[src/rtl/cpu_pkg.sv]
// Shared MIPS instruction-field definitions for IF/ID/EX stages.
// Pure constants, no logic; no latency.
// No flow control of its own.
package cpu_pkg;

   // Fixed MIPS field positions, reused by every decoder downstream
   localparam int RS_LSB    = 21;
   localparam int RT_LSB    = 16;
   localparam int RD_LSB    = 11;
   localparam int SHAMT_LSB = 6;
   localparam int IMM_W     = 16;
   localparam int JT_W      = 26;
   localparam int REG_IDX_W = 5;

   // All-zero word is sll $0,$0,0, i.e. the canonical NOP bubble
   localparam logic [31:0] NOP_INSTR = 32'h0000_0000;

endpackage

[src/rtl/if_id_fields.sv]
// Slices a MIPS instruction into decode fields, forcing a NOP when invalid.
// Purely combinational, zero latency.
// No flow control; follows whatever entry the caller presents.
module if_id_fields
   import cpu_pkg::*;
#(
   parameter int INSTR_W = 32
) (
   input  logic                 i_valid,
   input  logic [INSTR_W-1:0]   i_instr,
   output logic [INSTR_W-1:0]   o_instr,
   output logic [REG_IDX_W-1:0] o_rs,
   output logic [REG_IDX_W-1:0] o_rt,
   output logic [REG_IDX_W-1:0] o_rd,
   output logic [REG_IDX_W-1:0] o_shamt,
   output logic [IMM_W-1:0]     o_imm16,
   output logic [JT_W-1:0]      o_jt
);

   logic [INSTR_W-1:0] w_instr;

   // Replace the word with a NOP bubble so stale storage never leaks out
   always_comb begin
      w_instr = INSTR_W'(NOP_INSTR);
      if (i_valid) begin
         w_instr = i_instr;
      end
   end

   assign o_instr = w_instr;
   assign o_rs    = w_instr[RS_LSB    +: REG_IDX_W];
   assign o_rt    = w_instr[RT_LSB    +: REG_IDX_W];
   assign o_rd    = w_instr[RD_LSB    +: REG_IDX_W];
   assign o_shamt = w_instr[SHAMT_LSB +: REG_IDX_W];
   assign o_imm16 = w_instr[0 +: IMM_W];
   assign o_jt    = w_instr[0 +: JT_W];

endmodule

[src/rtl/if_id_queue.sv]
// DEPTH-entry in-order IF/ID queue presenting the head with pre-split MIPS fields.
// Latency: one cycle from push to visibility on out_*; no pass-through when empty.
// Backpressure: in_ready = not-full (registered state only, no path from out_ready).
module if_id_queue
   import cpu_pkg::*;
#(
   parameter int INSTR_W = 32,
   parameter int PC_W    = 32,
   parameter int DEPTH   = 2
) (
   input  logic                         clk,
   input  logic                         reset,
   input  logic                         flush,
   input  logic                         in_valid,
   output logic                         in_ready,
   input  logic [PC_W-1:0]              in_pc,
   input  logic [PC_W-1:0]              in_pc_plus4,
   input  logic [INSTR_W-1:0]           in_instr,
   input  logic                         out_ready,
   output logic                         out_valid,
   output logic [PC_W-1:0]              out_pc,
   output logic [PC_W-1:0]              out_pc_plus4,
   output logic [INSTR_W-1:0]           out_instr,
   output logic [REG_IDX_W-1:0]         out_rs,
   output logic [REG_IDX_W-1:0]         out_rt,
   output logic [REG_IDX_W-1:0]         out_rd,
   output logic [REG_IDX_W-1:0]         out_shamt,
   output logic [IMM_W-1:0]             out_imm16,
   output logic [JT_W-1:0]              out_jt,
   output logic [$clog2(DEPTH+1)-1:0]   count
);

   localparam int PTR_W = $clog2(DEPTH);
   localparam int CNT_W = $clog2(DEPTH+1);
   localparam logic [CNT_W-1:0] FULL_CNT = CNT_W'(DEPTH);

   logic [PC_W-1:0]    r_mem_pc    [DEPTH];
   logic [PC_W-1:0]    r_mem_pc4   [DEPTH];
   logic [INSTR_W-1:0] r_mem_instr [DEPTH];
   logic [PTR_W-1:0]   r_wr_ptr;
   logic [PTR_W-1:0]   r_rd_ptr;
   logic [CNT_W-1:0]   r_count;

   logic w_full;
   logic w_nonempty;
   logic w_push;
   logic w_pop;

   assign w_full     = (r_count == FULL_CNT);
   assign w_nonempty = (r_count != '0);
   // Full means refuse even if decode pops this cycle, keeping out_ready off in_ready
   assign w_push     = in_valid & ~w_full;
   assign w_pop      = w_nonempty & out_ready;

   // Pointer and occupancy update; reset and flush both empty the queue
   always_ff @(posedge clk) begin
      if (reset || flush) begin
         r_wr_ptr <= '0;
         r_rd_ptr <= '0;
         r_count  <= '0;
      end else begin
         if (w_push) begin
            r_wr_ptr <= r_wr_ptr + PTR_W'(1);
         end
         if (w_pop) begin
            r_rd_ptr <= r_rd_ptr + PTR_W'(1);
         end
         case ({w_push, w_pop})
            2'b10:   r_count <= r_count + CNT_W'(1);
            2'b01:   r_count <= r_count - CNT_W'(1);
            default: r_count <= r_count;
         endcase
      end
   end

   // Storage written only by an accepted push; a dropped push leaves it untouched
   always_ff @(posedge clk) begin
      if (w_push && !reset && !flush) begin
         r_mem_pc[r_wr_ptr]    <= in_pc;
         r_mem_pc4[r_wr_ptr]   <= in_pc_plus4;
         r_mem_instr[r_wr_ptr] <= in_instr;
      end
   end

   // Head PC values gated to zero while empty so decode sees a clean bubble
   always_comb begin
      out_pc       = '0;
      out_pc_plus4 = '0;
      if (w_nonempty) begin
         out_pc       = r_mem_pc[r_rd_ptr];
         out_pc_plus4 = r_mem_pc4[r_rd_ptr];
      end
   end

   if_id_fields #(
      .INSTR_W (INSTR_W)
   ) u_fields (
      .i_valid (w_nonempty),
      .i_instr (r_mem_instr[r_rd_ptr]),
      .o_instr (out_instr),
      .o_rs    (out_rs),
      .o_rt    (out_rt),
      .o_rd    (out_rd),
      .o_shamt (out_shamt),
      .o_imm16 (out_imm16),
      .o_jt    (out_jt)
   );

   assign in_ready  = ~w_full;
   assign out_valid = w_nonempty;
   assign count     = r_count;

endmodule
[config.mk]
export PLATFORM = sky130hd
export DESIGN_NAME = if_id_queue
export DESIGN_NICKNAME = d
export VERILOG_FILES = /design/src/rtl/cpu_pkg.sv /design/src/rtl/if_id_fields.sv /design/src/rtl/if_id_queue.sv
export SDC_FILE = /design/constraint.sdc
export NUM_CORES = 1
export LEC_CHECK = 0
export CORE_ASPECT_RATIO = 1.75
export CORE_MARGIN = 2
export CORE_UTILIZATION = 46
export DETAILED_ROUTE_END_ITERATION = 12
export PLACE_DENSITY = 0.81
export SETUP_SLACK_MARGIN = 0.4
export SYNTH_ARGS = -nofsm -noshare
export SYNTH_HDL_FRONTEND = slang
export SYNTH_HIERARCHICAL = 1
export SYNTH_SLANG_ARGS = --single-unit
[constraint.sdc]
create_clock -name clk -period 10.9 [get_ports clk]
set_input_delay 1.09 -clock clk [delete_from_list [all_inputs] [get_ports clk]]
set_output_delay 1.09 -clock clk [all_outputs]
set_load 0.005 [all_outputs]
==> results.sh, run 1 <==
export IMPL_status="finished clean"
export IMPL_vias=4620
export IMPL_drv_cap=0
export IMPL_overflow=0
export IMPL_required_ns=9.81
export IMPL_vias_per_cell=4.90
export IMPL_grt_max_degree=69
export IMPL_synth_commonest_cells="192 x edfxtp_1, 68 x nor2_1, 65 x buf_4"
export IMPL_period_minus_slack_ns=4.19
export IMPL_synth_nets=598
export IMPL_rsz0062_at_grt="no"
export IMPL_root_buffer="clkbuf_16"
export IMPL_p_comb_share_pct=10.3
export IMPL_min_period_over_period_pct=38.4
export IMPL_drt_total_wl_mm=16.9
export IMPL_ir_drop_mv=0.0948
export IMPL_insertion_delay_ns=0.42
export IMPL_cts_htree_levels=4
export IMPL_drt_iter0_drc=157
export IMPL_switchingPower_uw=342
export IMPL_ys_seq_area_share_pct=72.6
export IMPL_antenna_found_initial=0
export IMPL_drive_above_1_share_pct=14.7
export IMPL_wl_per_cell_um=17.9
export IMPL_synth_top_area_cell="edfxtp_1"
export IMPL_slowest_stage="dfxtp_4"
export IMPL_syn_avg_cell_area_um2=16.3
export IMPL_fp_coreArea_um2=17400
export IMPL_cts_buffers=17
export IMPL_ys_seq_elements=197
export IMPL_die_x_um=104
export IMPL_ys_types=24
export IMPL_worst_path_max_fanout=58
export IMPL_hold_viol=0
export IMPL_hold_path_class="flop to flop"
export IMPL_fmax_ghz=0.239
export IMPL_cts_tree="built"
export IMPL_tightest_slew_ns=0.946
export IMPL_path_clk_slew_ns=0.07
export IMPL_first_pass_iters=4
export IMPL_final_setup_viol_count=0
export IMPL_critical_path_class="flop to primary output"
export IMPL_synthMostInstantiatedCell="edfxtp_1"
export IMPL_synth_edff_count=192
export IMPL_ant_nets=0
export IMPL_nets=801
export IMPL_ios=263
export IMPL_whs_ns=0.534
export IMPL_synthTopCellsByArea="edfxtp_1 71%, mux2i_1 7.9%, buf_4 6.0%"
export IMPL_syn_inst=496
export IMPL_synth_top_area_share_pct=71.3
export IMPL_gp_congestion=0.724
export IMPL_fp_dieH_um=179
export IMPL_diodes=0
export IMPL_critPathLaunchType="flop"
export IMPL_synth_ff_type="edfxtp_1"
export IMPL_crit_path_cell_trace="buf_4, mux2_2, and2_2, clkdlybuf4s50_1"
export IMPL_finalSetupTns_ns=0
export IMPL_power_density_nw_per_um2=146
export IMPL_syn_to_final_growth_pct=36.2
export IMPL_cts_setup_buffers=0
export IMPL_max_slew_margin_pct=36.9
export IMPL_critPathMaxStageDelay_ns=0.92
export IMPL_n_fill_cell=1286
export IMPL_pwr_share_seq_pct=53.1
export IMPL_grt_pass1_wl_mm=25.2
export IMPL_p_sw_share_pct=21.2
export IMPL_hpwl_mm=11.6
export IMPL_clockPowerShare_pct=36.7
export IMPL_ctsLongestPathBuffers=2
export IMPL_ys_warn_count=6
export IMPL_p_leak_nw=3.56
export IMPL_end_kind="primary output"
export IMPL_slew_viol_final=0
export IMPL_drc=0
export IMPL_synth_async_sr_flop_share_pct=0
export IMPL_synth_area_um2=8080
export IMPL_cts_hold_buf=0
export IMPL_intPower_mw=1.27
export IMPL_cp_data_arrival_time_ns=3.10
export IMPL_grt_pass1_vias=4959
export IMPL_clock_sinks=197
export IMPL_start_util_pct=46.5
export IMPL_grt_use_total_pct=17.7
export IMPL_final_setup_skew_ns=0.00997
export IMPL_die_area_um2=18700
export IMPL_cts_resized_gates=0
export IMPL_rows=64
export IMPL_portBuffers=262
[stage by stage]
| step | util (%) | cells | area (um2) | setup slack (ns) | power (mW) |
|---|---|---|---|---|---|
| finish | 63.4 | 943 | 11000 | 6.71 | 1.61 |
| global route | 63.4 | 943 | 11000 | 6.52 | 1.66 |
| CTS | 63.4 | 943 | 11000 | 6.61 | 1.63 |
| detailed placement | 60.2 | 911 | 10500 | 7.08 | 1.04 |
| global placement | 60.2 | 911 | 10500 | 7.13 | 1.03 |
| floorplan | - | 496 | 8080 | 2.13 | 0.938 |
[sequential cells by signal (all words and copies together), names as in the netlist, named ones only]
register / flops
r_mem_instr: 64
r_mem_pc4: 64
r_mem_pc: 64
count: 2
r_rd_ptr: 1
r_wr_ptr: 1
[logic make-up after synthesis]
group	after synthesis	share of synthesized area, %
mux	96	12.4
buf+inv	87	7.63
xor+xnor	3	0.325
compound gates	5	0.341
flops	197	72.6
fa+ha+maj	1	0.155
simple gates	107	6.59
[worst paths after layout]
path	endpoint	cells past startpoint	slack, ns	from
setup / recovery	out_instr[5]	4	6.71	flop
hold / removal	flop	2	0.53	r_rd_ptr$_SDFFE_PP0P_
setup reg to reg	r_mem_instr[1][26]$_DFFE_PP_	4	8.69	count[0]$_SDFFE_PP0P_
hold reg to reg	flop	2	0.53	r_rd_ptr$_SDFFE_PP0P_
[final cells by class]
type                            instances  area, um2  area share (%)
Inverter                                3       11.3           0.102
Clock buffer                           17        425            3.86
Clock inverter                         15        131            1.19
Sequential cell                       197       5870            53.3
Tap cell                              231        289            2.62
Multi-Input combinational cell        212       1620            14.7
Timing Repair Buffer                  268       2670            24.2
[layer usage]
metal | wire (um) | GRT usage [%] | share of wire [%] | vias up
met5 | 0 | 0 | 0 | -
met1 | 6010 | 17.9 | 36 | 2279
met3 | 862 | 3.94 | 5.1 | 22
li1 | - | - | - | 2136
met4 | 374 | 7.66 | 2.2 | 0
met2 | 9650 | 34.5 | 57 | 183
[power by group through the flow]
stage | sequential, mW | clock, mW | combinational, mW
after floorplan | 0.870 | 0 | 0.0686
after CTS | 0.853 | 0.606 | 0.167
after global routing | 0.854 | 0.632 | 0.177
final | 0.853 | 0.590 | 0.165
after detailed placement | 0.870 | 0 | 0.166
after global placement | 0.869 | 0 | 0.162
[worst max-delay path, delay by kind of cell (launching register included)]
family,cells,cell delay [ns]
mux,1,0.41
buf+inv,2,1.11
flops,1,0.92
simple gates,1,0.21
[cell usage in the layout (no fill, tap or decap), types with 3 or more instances in the layout]
cell,synthesis,layout
dfxtp_1,5,4
clkbuf_16,0,17
mux2_2,32,32
inv_1,3,3
buf_4,65,6
clkdlybuf4s50_1,0,262
edfxtp_1,192,192
clkinv_4,0,3
mux2i_1,64,64
clkinv_2,0,3
and2_2,32,32
inv_6,0,3
nor2_1,68,67
Power figures use the tool's default switching activity.
==> run 2: changes to the inputs <==
- clock period: 10.9 -> 4.33 ns (I/O delays scaled with it)
==> results.sh, run 2 (synthesis gave the netlist of run 1 again) <==
export IMPL_status="finished clean"
export IMPL_ir_drop_mv=0.317
export IMPL_grt_max_degree=97
export IMPL_grt_pass1_wl_mm=24.4
export IMPL_fp_dieH_um=179
export IMPL_switchingPower_uw=900
export IMPL_whs_ns=0.526
export IMPL_final_common_cell="clkdlybuf4s50_1"
export IMPL_cts_hold_buf=0
export IMPL_hold_viol=0
export IMPL_cts_htree_levels=4
export IMPL_dpl_cell_area_um2=10500
export IMPL_end_kind="primary output"
export IMPL_grt_use_total_pct=17.1
export IMPL_hold_path_class="flop to flop"
export IMPL_antenna_found_initial=0
export IMPL_vias=4627
export IMPL_hpwl_mm=11.4
export IMPL_ctsLongestPathBuffers=2
export IMPL_min_period_over_period_pct=68.4
export IMPL_worst_path_max_fanout=50
export IMPL_drc=0
export IMPL_insertion_delay_ns=0.42
export IMPL_die_area_um2=18700
export IMPL_cp_data_arrival_time_ns=2.53
export IMPL_final_setup_skew_ns=0.00807
export IMPL_ios=263
export IMPL_pwr_share_seq_pct=52.9
export IMPL_fmax_ghz=0.338
export IMPL_largestRegisters="r_mem_instr x64, r_mem_pc4 x64, r_mem_pc x64"
export IMPL_drt_total_wl_mm=16.5
export IMPL_root_buffer="clkbuf_16"
export IMPL_drive_above_1_share_pct=14.9
export IMPL_final_cell_mix="262 x clkdlybuf4s50_1, 192 x edfxtp_1, 67 x nor2_1, 64 x mux2i_1"
export IMPL_overflow=0
export IMPL_syn_to_final_growth_pct=36.8
export IMPL_clockPowerShare_pct=36.8
export IMPL_cts_tree="built"
export IMPL_nets=801
export IMPL_power_density_nw_per_um2=367
export IMPL_cts_buffers=17
export IMPL_diodes=0
export IMPL_cts_setup_buffers=0
export IMPL_r2r_start="count[0]$_SDFFE_PP0P_"
export IMPL_drt_iter0_drc=183
export IMPL_critPathMaxStageDelay_ns=0.60
export IMPL_slew_viol_final=0
export IMPL_wl_per_cell_um=17.5
export IMPL_fin_area_um2=11100
export IMPL_tightest_slew_ns=0.868
export IMPL_period_minus_slack_ns=2.96
export IMPL_final_setup_viol_count=0
export IMPL_critPathLaunchType="flop"
export IMPL_rows=64
export IMPL_fp_coreArea_um2=17400
export IMPL_crit_path_cell_trace="buf_12, mux2_2, and2_2, clkdlybuf4s50_1"
export IMPL_intPower_mw=3.15
export IMPL_slowest_stage="dfxtp_4"
export IMPL_portBuffers=262
export IMPL_grt_pass1_vias=4761
export IMPL_p_leak_nw=3.58
export IMPL_rsz0062_at_grt="no"
export IMPL_cp_buffers_inverters=2
export IMPL_ant_nets=0
export IMPL_vias_per_cell=4.91
export IMPL_p_sw_share_pct=22.2
export IMPL_gp_congestion=0.781
export IMPL_die_x_um=104
export IMPL_cts_resized_gates=0
export IMPL_p_comb_share_pct=10.4
export IMPL_path_clk_slew_ns=0.07
export IMPL_critical_path_class="flop to primary output"
export IMPL_hold_path_startpoint="r_rd_ptr$_SDFFE_PP0P_"
export IMPL_drv_cap=0
export IMPL_required_ns=3.90
export IMPL_clock_sinks=197
export IMPL_first_pass_iters=4
export IMPL_max_slew_margin_pct=42.1
export IMPL_start_util_pct=46.5
export IMPL_path_delay_family="buffers and inverters"
run 2: cell types whose count changed in the layout (fill, tap and decap cells not counted), moves of 2 or more:
| cell | change |
|---|---|
| buf_12 | +2 |
| buf_4 | -2 |
| clkinv_2 | -2 |
| inv_6 | +2 |
| inv_8 | +3 |
| nor3_2 | -2 |
| nor3_4 | +2 |
run 2: final cells by class:
class | count | area (um2)
fill | 1242 | 6320
sequential | 197 | 5870
timing repair buffer | 268 | 2690
multi-input combinational | 212 | 1630
clock buffer | 17 | 425
tap | 231 | 289
clock inverter | 15 | 139
inverter | 3 | 11.3
run 2: final timing paths:
check,end,slack (ns),depth (start not counted)
setup / recovery,out_instr[7],1.37,4
hold / removal,flop,0.53,2
setup reg to reg,r_mem_pc[0][14]$_DFFE_PP_,2.26,4
hold reg to reg,flop,0.53,2
run 2: worst reg2reg max path, stage by stage, from the launching register on:
cell	delay (ns)
dfxtp_1	0.50
nand2b_1	0.24
nand2_1	0.19
nor3_4	0.17
buf_4	0.57
run 2: power by group through the flow:
| stage | Combinational [mW] | Sequential [mW] | Clock, mW |
|---|---|---|---|
| floorplan | 0.173 | 2.19 | 0 |
| global placement | 0.410 | 2.18 | 0 |
| detailed placement | 0.423 | 2.19 | 0 |
| CTS | 0.426 | 2.14 | 1.52 |
| global route | 0.449 | 2.15 | 1.59 |
| finish | 0.420 | 2.14 | 1.49 |
run 2: metrics by stage:
| step | setup TNS, ns | cells | power [mW] | worst slack, ns | util [%] |
|---|---|---|---|---|---|
| 3_3_place_gp | 0 | 911 | 2.59 | 1.87 | 60.4 |
| 4_1_cts | 0 | 943 | 4.09 | 1.33 | 63.6 |
| 5_1_grt | 0 | 943 | 4.19 | 1.21 | 63.6 |
| 2_1_floorplan | -153.58 | 496 | 2.36 | -0.800 | - |
| 6_report | 0 | 943 | 4.05 | 1.37 | 63.6 |
| 3_5_place_dp | 0 | 911 | 2.61 | 1.80 | 60.4 |
run 2: per-layer routing:
layer	part of all wire (%)	global-route usage, %	vias up	wire length [um]
li1	-	-	2140	-
met1	36	18.0	2260	5900
met2	56	31.9	195	9230
met3	5.2	4.45	32	865
met4	3.2	8.50	0	529
met5	0	0	-	0
==> run 3: changes to the inputs <==
- CORE_UTILIZATION: 46 -> 42
- PLACE_DENSITY: 0.81 -> 0.78
- clock period: 4.33 -> 2.7 ns (I/O delays scaled with it)
==> results.sh, run 3 (synthesis gave the netlist of run 1 again) <==
export IMPL_status="finished clean"
export IMPL_period_minus_slack_ns=2.33
export IMPL_ir_drop_mv=0.365
export IMPL_fp_coreArea_um2=19000
export IMPL_min_path_cells=1
export IMPL_drive_above_1_share_pct=19.2
export IMPL_tightest_slew_ns=0.622
export IMPL_pwr_share_seq_pct=52.0
export IMPL_clockPowerShare_pct=37.7
export IMPL_p_comb_share_pct=10.3
export IMPL_p_leak_nw=5.13
export IMPL_rsz0062_at_grt="yes"
export IMPL_critPathLaunchType="flop"
export IMPL_grt_max_degree=65
export IMPL_final_cell_mix="192 x edfxtp_1, 144 x clkdlybuf4s50_1, 66 x nor2_1, 62 x mux2i_1, 61 x dlymetal6s2s_1"
export IMPL_syn_to_final_growth_pct=44.3
export IMPL_slew_viol_final=0
export IMPL_clock_sinks=197
export IMPL_path_clk_slew_ns=0.08
export IMPL_cts_buffers=17
export IMPL_cts_tree="built"
export IMPL_ios=263
export IMPL_min_period_over_period_pct=86.4
export IMPL_die_area_um2=20400
export IMPL_ctsLongestPathBuffers=2
export IMPL_antenna_found_initial=0
export IMPL_overflow=0
export IMPL_die_x_um=109
export IMPL_hold_viol=0
export IMPL_nets=832
export IMPL_first_pass_iters=4
export IMPL_insertion_delay_ns=0.42
export IMPL_largestRegisters="r_mem_instr x64, r_mem_pc4 x64, r_mem_pc x64"
export IMPL_final_common_cell="edfxtp_1"
export IMPL_cts_hold_buf=0
export IMPL_hold_path_startpoint="in_instr[13]"
export IMPL_intPower_mw=5.24
export IMPL_root_buffer="clkbuf_16"
export IMPL_drv_cap=0
export IMPL_end_kind="primary output"
export IMPL_max_slew_margin_pct=58.4
export IMPL_drc=0
export IMPL_portBuffers=262
export IMPL_p_sw_share_pct=20.8
export IMPL_final_cells=984
export IMPL_r2r_setup_slack_ns=0.91
export IMPL_ant_nets=0
export IMPL_grt_pass1_wl_mm=26.6
export IMPL_grt_pass1_vias=5014
export IMPL_gp_congestion=0.755
export IMPL_wl_per_cell_um=18.0
export IMPL_worst_path_max_fanout=7
export IMPL_hold_path_class="primary input to flop"
export IMPL_drt_iter0_drc=141
export IMPL_final_setup_skew_ns=0.0139
export IMPL_required_ns=2.43
export IMPL_cp_data_arrival_time_ns=2.06
export IMPL_fmax_ghz=0.429
export IMPL_switchingPower_mw=1.37
export IMPL_whs_endpoint="r_mem_instr[1][13]$_DFFE_PP_"
export IMPL_diodes=0
export IMPL_r2r_end="r_mem_instr[0][1]$_DFFE_PP_"
export IMPL_dp_cells=929
export IMPL_fp_dieH_um=188
export IMPL_final_setup_viol_count=0
export IMPL_start_util_pct=42.5
export IMPL_power_density_nw_per_um2=567
export IMPL_critical_path_class="flop to primary output"
export IMPL_cts_htree_levels=4
export IMPL_vias=4748
export IMPL_r2r_start="count[0]$_SDFFE_PP0P_"
export IMPL_drt_total_wl_mm=17.7
export IMPL_worstRegToRegCells=4
export IMPL_grt_use_total_pct=17.4
export IMPL_hpwl_mm=12.0
export IMPL_rows=67
export IMPL_vias_per_cell=4.83
export IMPL_finalSetupTns_ns=0
## run 3: cell types whose count changed in the layout (fill, tap and decap cells not counted), sizes merged
| cell | before | now |
|---|---|---|
| clkbuf | 17 | 21 |
| clkdlybuf4s15 | 0 | 4 |
| clkinvlp | 1 | 2 |
| bufinv | 0 | 2 |
| dlymetal6s2s | 0 | 61 |
| dlygate4sd2 | 0 | 53 |
| buf | 6 | 34 |
| clkinv | 5 | 2 |
| inv | 12 | 9 |
| clkdlybuf4s50 | 262 | 144 |
| bufbuf | 0 | 2 |
## run 3: power groups by stage
stage	combinational (mW)	clock (mW)	sequential, mW
2_1_floorplan	0.283	0	3.50
3_3_place_gp	0.679	0	3.50
3_5_place_dp	0.698	0	3.50
4_1_cts	0.689	2.56	3.44
5_1_grt	0.736	2.68	3.44
6_report	0.682	2.49	3.44
## run 3: layout make-up
class / instances / area, um2
Clock inverter: 12 / 141
Fill cell: 1382 / 7360
Inverter: 3 / 11.3
Clock buffer: 20 / 447
Tap cell: 241 / 302
Timing Repair Buffer: 299 / 3230
Multi-Input combinational cell: 212 / 1660
Sequential cell: 197 / 5870
## run 3: stage by stage
step	cell area, um2	utilization [%]	hold slack, ns	worst slack, ns	total power [mW]
CTS	11400	59.8	0.398	0.285	6.69
detailed placement	10700	56.0	0.510	0.540	4.20
global route	11700	61.3	0.406	0.284	6.86
finish	11700	61.3	0.421	0.367	6.61
floorplan	8130	-	0.369	-0.712	3.79
global placement	10700	56.0	0.489	0.564	4.18
## run 3: worst max path at each step
stage                                        to  slack [ns]  cells after the start
global placement      r_mem_pc[0][30]$_DFFE_PP_        0.56                      4
detailed placement    r_mem_pc[0][30]$_DFFE_PP_        0.54                      4
global route                      out_instr[11]        0.28                      5
CTS                                  out_jt[11]        0.29                      5
floorplan           r_mem_instr[0][0]$_DFFE_PP_       -0.71                      3
finish                            out_instr[11]        0.37                      5
## run 3: worst max-delay path: stages, from the launching register on
cell and delay, ns:
dfxtp_4 0.39, buf_12 0.13, buf_12 0.12, mux2_2 0.33, and2_2 0.21, clkdlybuf4s50_1 0.45
## run 3: what timing repair did
action                     in CTS  in global routing
pin swaps                       2                  0
cloned                          3                  1
gates resized for setup        66                 78
setup endpoints to repair     158                123
buffers inserted               10                  9
## run 3: metal layers
metal | global-route usage [%] | wire [um] | vias up
met2 | 32.2 | 9950 | 202
met1 | 18.3 | 6300 | 2323
met4 | 6.80 | 405 | 0
met5 | 0 | 0 | -
met3 | 4.24 | 1090 | 25
li1 | - | - | 2198
